[src/rtl/imem_fetch_ctrl_if.sv]
// imem_fetch_ctrl_if: valid/ready handshake carrying {pc, instr} from fetch to decode
interface imem_fetch_ctrl_if #(parameter int ADDR_WIDTH = 64);
  logic                  valid;
  logic                  ready;
  logic [31:0]           instr;
  logic [ADDR_WIDTH-1:0] pc;
  modport master (output valid, instr, pc, input ready);
  modport slave (input valid, instr, pc, output ready);
endinterface

[src/rtl/imem_fetch_ctrl.sv]
// imem_fetch_ctrl: PC sequencer feeding a small {pc, instr} FIFO to decode, with redirect flush and fetch-fault trap
module imem_fetch_ctrl #(
  parameter int ADDR_WIDTH_POW = 6,
  parameter int ADDR_WIDTH = 1 << ADDR_WIDTH_POW,
  parameter int MEM_DEPTH_POW = 10,
  parameter int MEM_DEPTH = 1 << MEM_DEPTH_POW,
  parameter int FIFO_DEPTH_POW = 1,
  parameter logic [ADDR_WIDTH-1:0] RESET_PC = '0
) (
  input  logic                  clk_in,
  input  logic                  rst_in,
  input  logic                  start_in,
  input  logic                  redirect_valid_in,
  input  logic [ADDR_WIDTH-1:0] redirect_pc_in,
  output logic [ADDR_WIDTH-1:0] imem_addr_out,
  input  logic [31:0]           imem_instr_in,
  imem_fetch_ctrl_if.master     out,
  output logic                  fault_out,
  output logic [ADDR_WIDTH-1:0] fault_pc_out
);
  localparam int DEPTH = 1 << FIFO_DEPTH_POW;
  localparam logic [ADDR_WIDTH-1:0] PC_LIMIT = ADDR_WIDTH'(MEM_DEPTH) << 2;
  typedef enum logic [1:0] {IDLE, RUN, FAULT} state_t;
  state_t state_q, state_d;
  logic [ADDR_WIDTH-1:0] pc;
  logic [ADDR_WIDTH-1:0] mem_pc [DEPTH];
  logic [31:0] mem_instr [DEPTH];
  logic [FIFO_DEPTH_POW-1:0] wr_ptr, rd_ptr;
  logic [FIFO_DEPTH_POW:0] count;
  logic fetch_ok, push, pop;
  always_comb begin
    fetch_ok = pc[1:0] == 2'b00 && pc < PC_LIMIT;
    out.valid = count != '0 && !redirect_valid_in;
    out.instr = mem_instr[rd_ptr];
    out.pc = mem_pc[rd_ptr];
    pop = out.valid && out.ready;
    push = state_q == RUN && fetch_ok && !redirect_valid_in
        && (count != (FIFO_DEPTH_POW+1)'(DEPTH) || pop);
    imem_addr_out = pc;
    fault_out = state_q == FAULT;
    state_d = redirect_valid_in ? RUN
            : (state_q == IDLE && start_in) ? RUN
            : (state_q == RUN && !fetch_ok) ? FAULT
            : state_q;
  end
  always_ff @(posedge clk_in) begin
    if (rst_in) begin
      state_q <= IDLE;
      pc <= RESET_PC;
      count <= '0;
      wr_ptr <= '0;
      rd_ptr <= '0;
      fault_pc_out <= '0;
    end else begin
      state_q <= state_d;
      if (redirect_valid_in) begin
        pc <= redirect_pc_in;
        count <= '0;
        wr_ptr <= '0;
        rd_ptr <= '0;
        fault_pc_out <= '0;
      end else begin
        if (push) begin
          mem_pc[wr_ptr] <= pc;
          mem_instr[wr_ptr] <= imem_instr_in;
          wr_ptr <= wr_ptr + FIFO_DEPTH_POW'(1);
          pc <= pc + ADDR_WIDTH'(4);
        end
        if (pop) rd_ptr <= rd_ptr + FIFO_DEPTH_POW'(1);
        count <= count + (FIFO_DEPTH_POW+1)'(push) - (FIFO_DEPTH_POW+1)'(pop);
        // the faulting pc is captured only on the RUN->FAULT transition
        if (state_q == RUN && !fetch_ok) fault_pc_out <= pc;
      end
    end
  end
endmodule

[src/flat_wrapper.sv]
// flat-port wrapper written by rule: the top's interface ports become plain ports
module imem_fetch_ctrl_flat 
#(
  parameter int ADDR_WIDTH_POW = 6,
  parameter int ADDR_WIDTH = 1 << ADDR_WIDTH_POW,
  parameter int MEM_DEPTH_POW = 10,
  parameter int MEM_DEPTH = 1 << MEM_DEPTH_POW,
  parameter int FIFO_DEPTH_POW = 1,
  parameter logic [ADDR_WIDTH-1:0] RESET_PC = '0
)
  (clk_in, rst_in, start_in, redirect_valid_in, redirect_pc_in, imem_addr_out, imem_instr_in, fault_out, fault_pc_out, out_valid, out_instr, out_pc, out_ready);
  imem_fetch_ctrl_if #(.ADDR_WIDTH(ADDR_WIDTH)) out_i ();
  input  logic clk_in;
  input  logic rst_in;
  input  logic start_in;
  input  logic redirect_valid_in;
  input  logic [ADDR_WIDTH-1:0] redirect_pc_in;
  output logic [ADDR_WIDTH-1:0] imem_addr_out;
  input  logic [31:0] imem_instr_in;
  output logic fault_out;
  output logic [ADDR_WIDTH-1:0] fault_pc_out;
  output wire logic [$bits(out_i.valid)-1:0] out_valid;
  output wire logic [$bits(out_i.instr)-1:0] out_instr;
  output wire logic [$bits(out_i.pc)-1:0] out_pc;
  input wire logic [$bits(out_i.ready)-1:0] out_ready;
  assign out_valid = out_i.valid;
  assign out_instr = out_i.instr;
  assign out_pc = out_i.pc;
  assign out_i.ready = out_ready;
  imem_fetch_ctrl #(.ADDR_WIDTH_POW(ADDR_WIDTH_POW), .ADDR_WIDTH(ADDR_WIDTH), .MEM_DEPTH_POW(MEM_DEPTH_POW), .MEM_DEPTH(MEM_DEPTH), .FIFO_DEPTH_POW(FIFO_DEPTH_POW), .RESET_PC(RESET_PC)) u_core (.clk_in(clk_in), .rst_in(rst_in), .start_in(start_in), .redirect_valid_in(redirect_valid_in), .redirect_pc_in(redirect_pc_in), .imem_addr_out(imem_addr_out), .imem_instr_in(imem_instr_in), .out(out_i), .fault_out(fault_out), .fault_pc_out(fault_pc_out));
endmodule
[config.mk]
export PLATFORM = sky130hd
export DESIGN_NAME = imem_fetch_ctrl_flat
export DESIGN_NICKNAME = d
export VERILOG_FILES = /design/src/rtl/imem_fetch_ctrl_if.sv /design/src/rtl/imem_fetch_ctrl.sv /design/src/flat_wrapper.sv
export SDC_FILE = /design/constraint.sdc
export NUM_CORES = 1
export LEC_CHECK = 0
export CAP_MARGIN = 40
export CORE_AREA = 4 4 180 182
export CTS_BUF_LIST = sky130_fd_sc_hd__clkbuf_8
export CTS_CLUSTER_DIAMETER = 80
export DETAILED_ROUTE_END_ITERATION = 8
export DIE_AREA = 0 0 184 186
export PLACE_DENSITY = 0.8
export SLEW_MARGIN = 20
export SYNTH_ARGS = -nofsm -noshare
export SYNTH_HDL_FRONTEND = slang
export SYNTH_SLANG_ARGS = --single-unit
[constraint.sdc]
create_clock -name clk_in -period 27.1 [get_ports clk_in]
set_input_delay 5.42 -clock clk_in [delete_from_list [all_inputs] [get_ports clk_in]]
set_output_delay 5.42 -clock clk_in [all_outputs]
set_load 0.01 [all_outputs]
Yosys cells after proc, flatten, opt, wreduce, memory -nomap -nowiden
Memory sizes are Yosys's and may differ from the RTL's. A register that Yosys moved wholly into a read port is not among the register bits. Index checks and enable logic that the tools add are counted.

Register bits after elaboration: 134. Memories: 2. Input port bits: 101. Output and inout bits: 226. Memory bits (writable): 192. Logic and storage cells: 49.

Reductions and logical operators: 18. Eq/ne operators: 3. Mux-type cells: 13. $add $sub $neg: 5. $lt $le $gt $ge: 1.

Memory list: u_core.mem_pc (words 2, bits a word 64, rd ports 1, clocked after Yosys merged registers in 1, write ports 1, RTL line imem_fetch_ctrl.sv:26) `logic [ADDR_WIDTH-1:0] mem_pc [DEPTH];`; u_core.mem_instr (words 2, bits a word 32, rd ports 1, clocked after Yosys merged registers in 1, write ports 1, RTL line imem_fetch_ctrl.sv:27) `logic [31:0] mem_instr [DEPTH];`.

Operator list (count): $mux W64 (2); $add A64 B3 Y64 const B (1); $lt A64 B13 Y1 const B (1); $mux W1 (11); $logic_and A1 B1 Y1 (8); $logic_not A2 Y1 (2); $reduce_bool A2 Y1 (2); $reduce_bool A3 Y1 (1); $reduce_or A3 Y1 (1); $add A1 B1 Y1 const B (2); $add A2 B1 Y2 (1); $eq A2 B1 Y1 const B (1); $eq A2 B2 Y1 const B (1); $logic_not A1 Y1 (2); $ne A2 B2 Y1 const B (1); $reduce_or A2 Y1 (1); $sub A2 B1 Y2 (1); $logic_or A1 B1 Y1 (1).

Logic depth before layout (Yosys ltp)
Gate-level depths: netlist of the first run.

Word-level depth: 9. Depth in mapped cells: 10. Mapped depth without buffers: 9.

Worst setup path before layout of the first run
OpenSTA, ideal clock, no wires.

Path kind: input port to flip-flop. From: input port redirect_valid_in. To: memory u_core.mem_instr[1][0], enable pin. Setup time: 688 ps. Stages on the path: 6. Buffers on the path: 2. Path slack: 13135 ps. Required time: 26412 ps. Arrival: 13277 ps. Path through: clkbuf_1 -> nor3b_1 -> and2_1 -> clkbuf_1 -> nand2_1 -> nor3b_1.

Cells in the longest elaborated chain, start to end: 9. Elaborated cells between the ends (all ways): 10. Classes of those cells: mux: 4; reduce/logical: 6.

RTL lines: start: declaration (RTL line flat_wrapper.sv:16) `input logic redirect_valid_in;`; $logic_not A1 Y1 (RTL line imem_fetch_ctrl.sv:33, imem_fetch_ctrl.sv:37); $logic_and A1 B1 Y1 (RTL line imem_fetch_ctrl.sv:33) `out.valid = count != '0 && !redirect_valid_in;`; $logic_and A1 B1 Y1 (RTL line imem_fetch_ctrl.sv:36) `pop = out.valid && out.ready;`; $logic_or A1 B1 Y1 (RTL line imem_fetch_ctrl.sv:38) `&& (count != (FIFO_DEPTH_POW+1)'(DEPTH) || pop);`; $logic_and A1 B1 Y1 (RTL line imem_fetch_ctrl.sv:38); $mux W1 (RTL line imem_fetch_ctrl.sv:63) `if (push) begin`; $mux W1 * (RTL line imem_fetch_ctrl.sv:56) `if (redirect_valid_in) begin`; $mux W1 * (RTL line imem_fetch_ctrl.sv:47) `if (rst_in) begin`; $mux W1 (implied by the code) * (RTL line imem_fetch_ctrl.sv:65) `mem_instr[wr_ptr] <= imem_instr_in;`; end: declaration (RTL line imem_fetch_ctrl.sv:27).

Every way passes the cells marked *; elsewhere a longest branch is shown, timed or not.

Worst setup path after layout of the first run
From: input port redirect_valid_in. To: output port out_valid.

Cells in the longest elaborated chain, start to end: 2.

RTL lines: $logic_not A1 Y1 (RTL line imem_fetch_ctrl.sv:33); $logic_and A1 B1 Y1 (RTL line imem_fetch_ctrl.sv:33); end: declaration (RTL line flat_wrapper.sv:22) `output wire logic [$bits(out_i.valid)-1:0] out_valid;`.

Every way passes these cells.

==> results.json, run 1 <==
{
  "hold_buffers": 0,
  "cp-startpoint": "redirect_valid_in",
  "place_ws_ns": 15.28,
  "stdcell_count": 1676,
  "cp_max_fo": 23,
  "hp-start": "u_core.fault_pc_out[17]$_SDFFE_PP0P_",
  "final_cell_area_um2": 17100,
  "hold_viol_final": 0,
  "postCtsResizedCells": 0,
  "hp-class": "register to register",
  "p_per_area_nw_per_um2": 59.7,
  "antenna_found_initial": 0,
  "cpMaxStageDelayCell": "clkdlybuf4s50_1",
  "timing.reg2reg.setup_slack_ns": 22.98,
  "clkLatencyLatePin_ns": 0.56,
  "max_cap_viol_count": 0,
  "cts_tree": "built",
  "worst_slew_pin_slew_ns": 0.735,
  "synth_top_cell_by_area": "edfxtp_1",
  "grt_start_max_net_pins": 74,
  "hold_depth": 2,
  "final_cell_mix": "324 x clkdlybuf4s50_1, 192 x edfxtp_1, 134 x dfxtp_1, 97 x mux2_2, 70 x a21oi_1",
  "yosysWarnings": 0,
  "layout_commonest_cell": "clkdlybuf4s50_1",
  "num-fill-cells": 2538,
  "reg2regPathDepth": 9,
  "overflow": 0,
  "synth_edf_count": 192,
  "critical-path-max-stage-delay_ns": 0.55,
  "postCtsSetupRepairBufs": 0,
  "areaGrowthSynthToFinish_pct": 39.9,
  "syn_avg_cell_area_um2": 13.5,
  "ys_ff_latch": 327,
  "placed_area_um2": 15900,
  "hpwlAfterDp_um": 22900,
  "synth_area_leaders": "edfxtp_1 47%, dfxtp_1 22%, mux2_2 9.0%",
  "syn_inst": 901,
  "critPathLaunchType": "input pin",
  "ys_types": 39,
  "first_pass_iters": 5,
  "die_area_um2": 34200,
  "slew_violations": 0,
  "fin_crit_sh_pct": 43.6,
  "rows": 64,
  "skew_ns": 0.0347,
  "fin_ws_ns": 15.29,
  "grt_pass1_vias": 9096,
  "hold_end": "u_core.fault_pc_out[17]$_SDFFE_PP0P_",
  "grt_setup_unrepaired": "no",
  "path_class": "input pin to output port",
  "numCtsBuffers": 52,
  "async_flop_share_pct": 0,
  "portBuffers": 326,
  "die_y_um": 186,
  "endpoint_kind": "output port",
  "io_pins": 327,
  "setup_tns_ns": 0,
  "hold_slack_ns": 0.474,
  "vias": 8750,
  "critPathArrivalTime_ns": 6.39,
  "clk_pin_slew_ns": 0.06,
  "synth_ff_type": "edfxtp_1",
  "routed_wirelength_um": 34700,
  "htreeDepth": 2,
  "coreArea_um2": 30600,
  "start_util_pct": 39.9,
  "wire_per_inst_um": 20.7,
  "synth_top_area_share_pct": 47.3,
  "r2r_start": "u_core.imem_addr_out[58]$_SDFFE_PP0P_",
  "final_nets": 1342,
  "drtAntennaViolNets": 0,
  "max_slew_margin_pct": 51.0,
  "final-setup-viol-count": 0,
  "drive_gt1_share_pct": 15.6,
  "cts_root_buf": "clkbuf_8",
  "routabilityCongestion": 0.787,
  "die_x_um": 184,
  "fin_crit_ns": 11.81,
  "syn_nets": 1005,
  "irDropWorstVdd_mv": 0.0350,
  "first_iter_violations": 559,
  "ys_seq_area_share_pct": 69.4,
  "r2r_end": "u_core.mem_pc[1][7]$_DFFE_PP_",
  "cts_sinks": 327,
  "syn_area_um2": 12200,
  "required_ns": 21.68,
  "diodes": 0,
  "clock_path_buffers": 3,
  "grt_usage_pct": 19.4,
  "drc_errors": 0,
  "vias_per_cell": 5.22,
  "dp.cells": 1574,
  "leakage_uw": 0.00587,
  "fmax_ghz": 0.0847,
  "status": "finished clean",
  "grt_pass1_wl_um": 52500,
  "path_cells": "buf_4 > nor2_1 > clkdlybuf4s50_1"
}
[flip-flops by register name, summed over array words and instances (netlist names), named ones only]
register,cells
u_core.imem_addr_out,64
u_core.count,2
u_core.mem_pc,128
u_core.rd_ptr,1
u_core.fault_pc_out,64
u_core.mem_instr,64
u_core.state_q,2
u_core.wr_ptr,1
[critical path: cells and delay by family]
kind / cells / cell delay [ns]
buffers and inverters: 2 / 0.78
AND/OR/NAND/NOR: 1 / 0.18
[per-stage QoR]
stage          utilization [%]  total power [uW]
2_1_floorplan                -               576
3_3_place_gp              51.8               617
3_5_place_dp              52.0               619
4_1_cts                   55.3              1030
5_1_grt                   55.8              1060
6_report                  55.8              1020
[where the power goes]
group | internal, uW | switching (uW)
clock network | 222 | 186
logic | 35.1 | 31.1
registers | 533 | 12.0
total | 790 | 229
[how the worst max path moves through the flow]
| stage | depth (start not counted) | slack, ns | end |
|---|---|---|---|
| 2_1_floorplan | 6 | 13.14 | u_core.mem_instr[1][0]$_DFFE_PP_ |
| 3_3_place_gp | 3 | 15.27 | out_valid |
| 3_5_place_dp | 3 | 15.28 | out_valid |
| 4_1_cts | 3 | 15.29 | out_valid |
| 5_1_grt | 3 | 15.28 | out_valid |
| 6_report | 3 | 15.29 | out_valid |
[layout make-up]
class                   instances  area, um2  area share [%]
flip-flops and latches        327       8470            49.6
repair buffers                347       3550            20.8
multi-input cells             504       3500            20.5
clock buffers                  57        785            4.60
well taps                     396        495            2.90
clock inverters                39        244            1.43
inverters                       6       22.5           0.132
[layer usage]
layer	global-route usage, %	wire, um	vias up
met5	0	0	-
met4	4.88	608	0
met3	6.20	3160	52
met2	33.0	17100	363
met1	24.2	13900	4290
li1	-	-	4045
[cell families (layout without fill, tap and decap cells)]
family                   count (synthesis)  after routing  share of synthesized area (%)
XOR/XNOR                                 4              4                          0.287
buffers and inverters                   70            449                           2.16
AO/OA/AOI/OAI                          154            154                           6.75
AND/OR/NAND/NOR                        192            192                           7.69
multiplexers                           151            151                           13.4
flip-flops                             327            327                           69.4
adder cells (fa/ha/maj)                  3              3                          0.308
[Yosys cell counts (all sizes together) (2+ instances only)]
cell type	n
o211ai	5
nand4	7
edfxtp	192
nand3	66
a31oi	4
a21oi	70
or3	3
nor3b	4
xnor2	3
o311ai	3
mux2	97
mux2i	54
dfxtp	135
nor3	2
nand2	13
or4	3
o21ai	64
nor2b	3
clkbuf	45
a32oi	3
and2	4
buf	19
nor4	16
ha	3
inv	6
nor2	65
(Power assumes the default switching activity.)
==> run 2: changes to the inputs <==
PLACE_DENSITY = 0.82   (was 0.8)
clock period = 10.7 ns   (was 27.1 ns; I/O delays follow)
==> run 2 against run 1 <==
Compared with the run above:
- clock skew decreased by 0.012 ns
- clock power increased to 2.5 times the previous value
- design area decreased by 0.89%
- non-clock buffer count decreased by 6
- count of clock-buffer cells in the layout increased by 2
- sequential power increased to 2.5 times the previous value
- critical path depth unchanged
- wire length increased by 0.12%
- flip-flop and latch count unchanged
- via count decreased by 0.15%
- critical path type unchanged
- largest cell class unchanged
==> results.json, run 2 (synthesis gave the netlist of run 1 again) <==
{
  "status": "finished clean",
  "p_int_uw": 1990,
  "seqPwrFrac_pct": 53.6,
  "grt_pass1_vias": 9108,
  "place_ws_ns": 5.34,
  "critPathLaunchType": "input pin",
  "hold_slack_ns": 0.474,
  "cts_tree": "built",
  "postCtsSetupRepairBufs": 0,
  "worst_slew_pin_slew_ns": 0.898,
  "fin_ws_ns": 5.37,
  "cpMaxStageDelayCell": "clkdlybuf4s50_1",
  "die_y_um": 186,
  "fin_crit_sh_pct": 49.8,
  "coreArea_um2": 30600,
  "cts_root_buf": "clkbuf_8",
  "diodes": 0,
  "finalPower_uw": 2570,
  "path_cells": "buf_4 > nor2_1 > clkdlybuf4s50_1",
  "placed_area_um2": 15900,
  "final_cell_area_um2": 16900,
  "clock_path_buffers": 3,
  "antenna_found_initial": 1,
  "hp-class": "register to register",
  "grt_pass1_wl_um": 52500,
  "m1WireLength_um": 13700,
  "setup_tns_ns": 0,
  "critPathArrivalTime_ns": 3.19,
  "fmax_ghz": 0.188,
  "overflow": 0,
  "final-setup-viol-count": 0,
  "highest_layer": "met5",
  "io_pins": 327,
  "clkLatencyLatePin_ns": 0.56,
  "top_register": "u_core.mem_pc",
  "hold_viol_final": 0,
  "power.switching_uw": 586,
  "skew_ns": 0.0227,
  "dr_wl_met2_um": 16800,
  "clockPowerShare_pct": 40.1,
  "clk_pin_slew_ns": 0.06,
  "first_iter_violations": 590,
  "vias_per_cell": 5.23,
  "start_util_pct": 39.9,
  "cp_max_fo": 30,
  "die_area_um2": 34200,
  "swShare_pct": 22.8,
  "fin_crit_ns": 5.33,
  "path_delay_family": "buffers and inverters",
  "critical-path-max-stage-delay_ns": 0.50,
  "layout_commonest_cell": "clkdlybuf4s50_1",
  "vias": 8737,
  "routabilityCongestion": 0.770,
  "numCtsBuffers": 52,
  "final_cell_mix": "324 x clkdlybuf4s50_1, 192 x edfxtp_1, 134 x dfxtp_1, 97 x mux2_2, 70 x a21oi_1",
  "irDropWorstVdd_mv": 0.0966,
  "areaGrowthSynthToFinish_pct": 38.6,
  "htreeDepth": 2,
  "rows": 64,
  "leakage_uw": 0.00579,
  "dr_wl_met3_um": 3610,
  "worst-path-buf-inv": 2,
  "grt_usage_pct": 19.5,
  "grt_setup_unrepaired": "no",
  "drive_gt1_share_pct": 15.5,
  "p_per_area_nw_per_um2": 152,
  "slew_violations": 0,
  "drtAntennaViolNets": 0,
  "required_ns": 8.56,
  "portBuffers": 326,
  "final_nets": 1336,
  "max_slew_margin_pct": 40.1,
  "cts_sinks": 327,
  "comb_power_share_pct": 6.4,
  "endpoint_kind": "output port",
  "drc_errors": 0,
  "path_class": "input pin to output port",
  "postCtsResizedCells": 0,
  "max_cap_viol_count": 0,
  "die_x_um": 184,
  "largest_reg_flops": 128,
  "hold_buffers": 0,
  "first_pass_iters": 6,
  "wire_per_inst_um": 20.8,
  "grt_start_max_net_pins": 74,
  "routed_wirelength_um": 34800,
  "hpwlAfterDp_um": 23000
}
[run 2: cell types whose count changed in the layout (fill, tap and decap cells not counted), moves of 2 or more]
cell and delta:
buf_16 -3, buf_12 -3, clkinv_2 +2, clkinvlp_4 -2, clkbuf_8 +2, clkinv_1 +2
inv_1 -5
[run 2: per-stage QoR]
step	instances	util, %
after CTS	1668	55.2
after global routing	1669	55.3
after global placement	1571	51.8
final	1669	55.3
after floorplan	901	-
after detailed placement	1573	51.9
[run 2: worst min-delay path, stage by stage, from the launching register on]
cell and delay, ns:
dfxtp_1 0.30, o21ai_0 0.06, a21oi_1 0.06
[run 2: cell type report]
class | count | area (um2)
multi-input cells | 504 | 3500
clock inverters | 36 | 206
flip-flops and latches | 327 | 8470
clock buffers | 59 | 812
repair buffers | 341 | 3400
fillers | 2506 | 13700
well taps | 396 | 495
inverters | 6 | 22.5
[run 2: per-layer routing]
layer  up-vias  track usage [%]
li1       4030                -
met1      4221             24.3
met2       423             32.7
met3        61             6.68
met4         2             4.85
met5         -                0
[run 2: power by group through the flow]
stage / sequential, uW / combinational [uW] / clock [uW]
final: 1380 / 164 / 1030
after global routing: 1380 / 176 / 1120
after CTS: 1380 / 164 / 1060
after detailed placement: 1410 / 163 / 0
after global placement: 1410 / 159 / 0
after floorplan: 1400 / 56.7 / 0
[run 2: path summary, 6_finish.rpt]
check	start	end	slack, ns	cells after the start
hold reg to reg	u_core.fault_pc_out[32]$_SDFFE_PP0P_	u_core.fault_pc_out[32]$_SDFFE_PP0P_	0.47	2
setup / recovery	redirect_valid_in	out_valid	5.37	3
setup reg to reg	u_core.imem_addr_out[15]$_SDFFE_PP0P_	u_core.mem_pc[1][31]$_DFFE_PP_	6.96	7
hold / removal	u_core.fault_pc_out[32]$_SDFFE_PP0P_	u_core.fault_pc_out[32]$_SDFFE_PP0P_	0.47	2
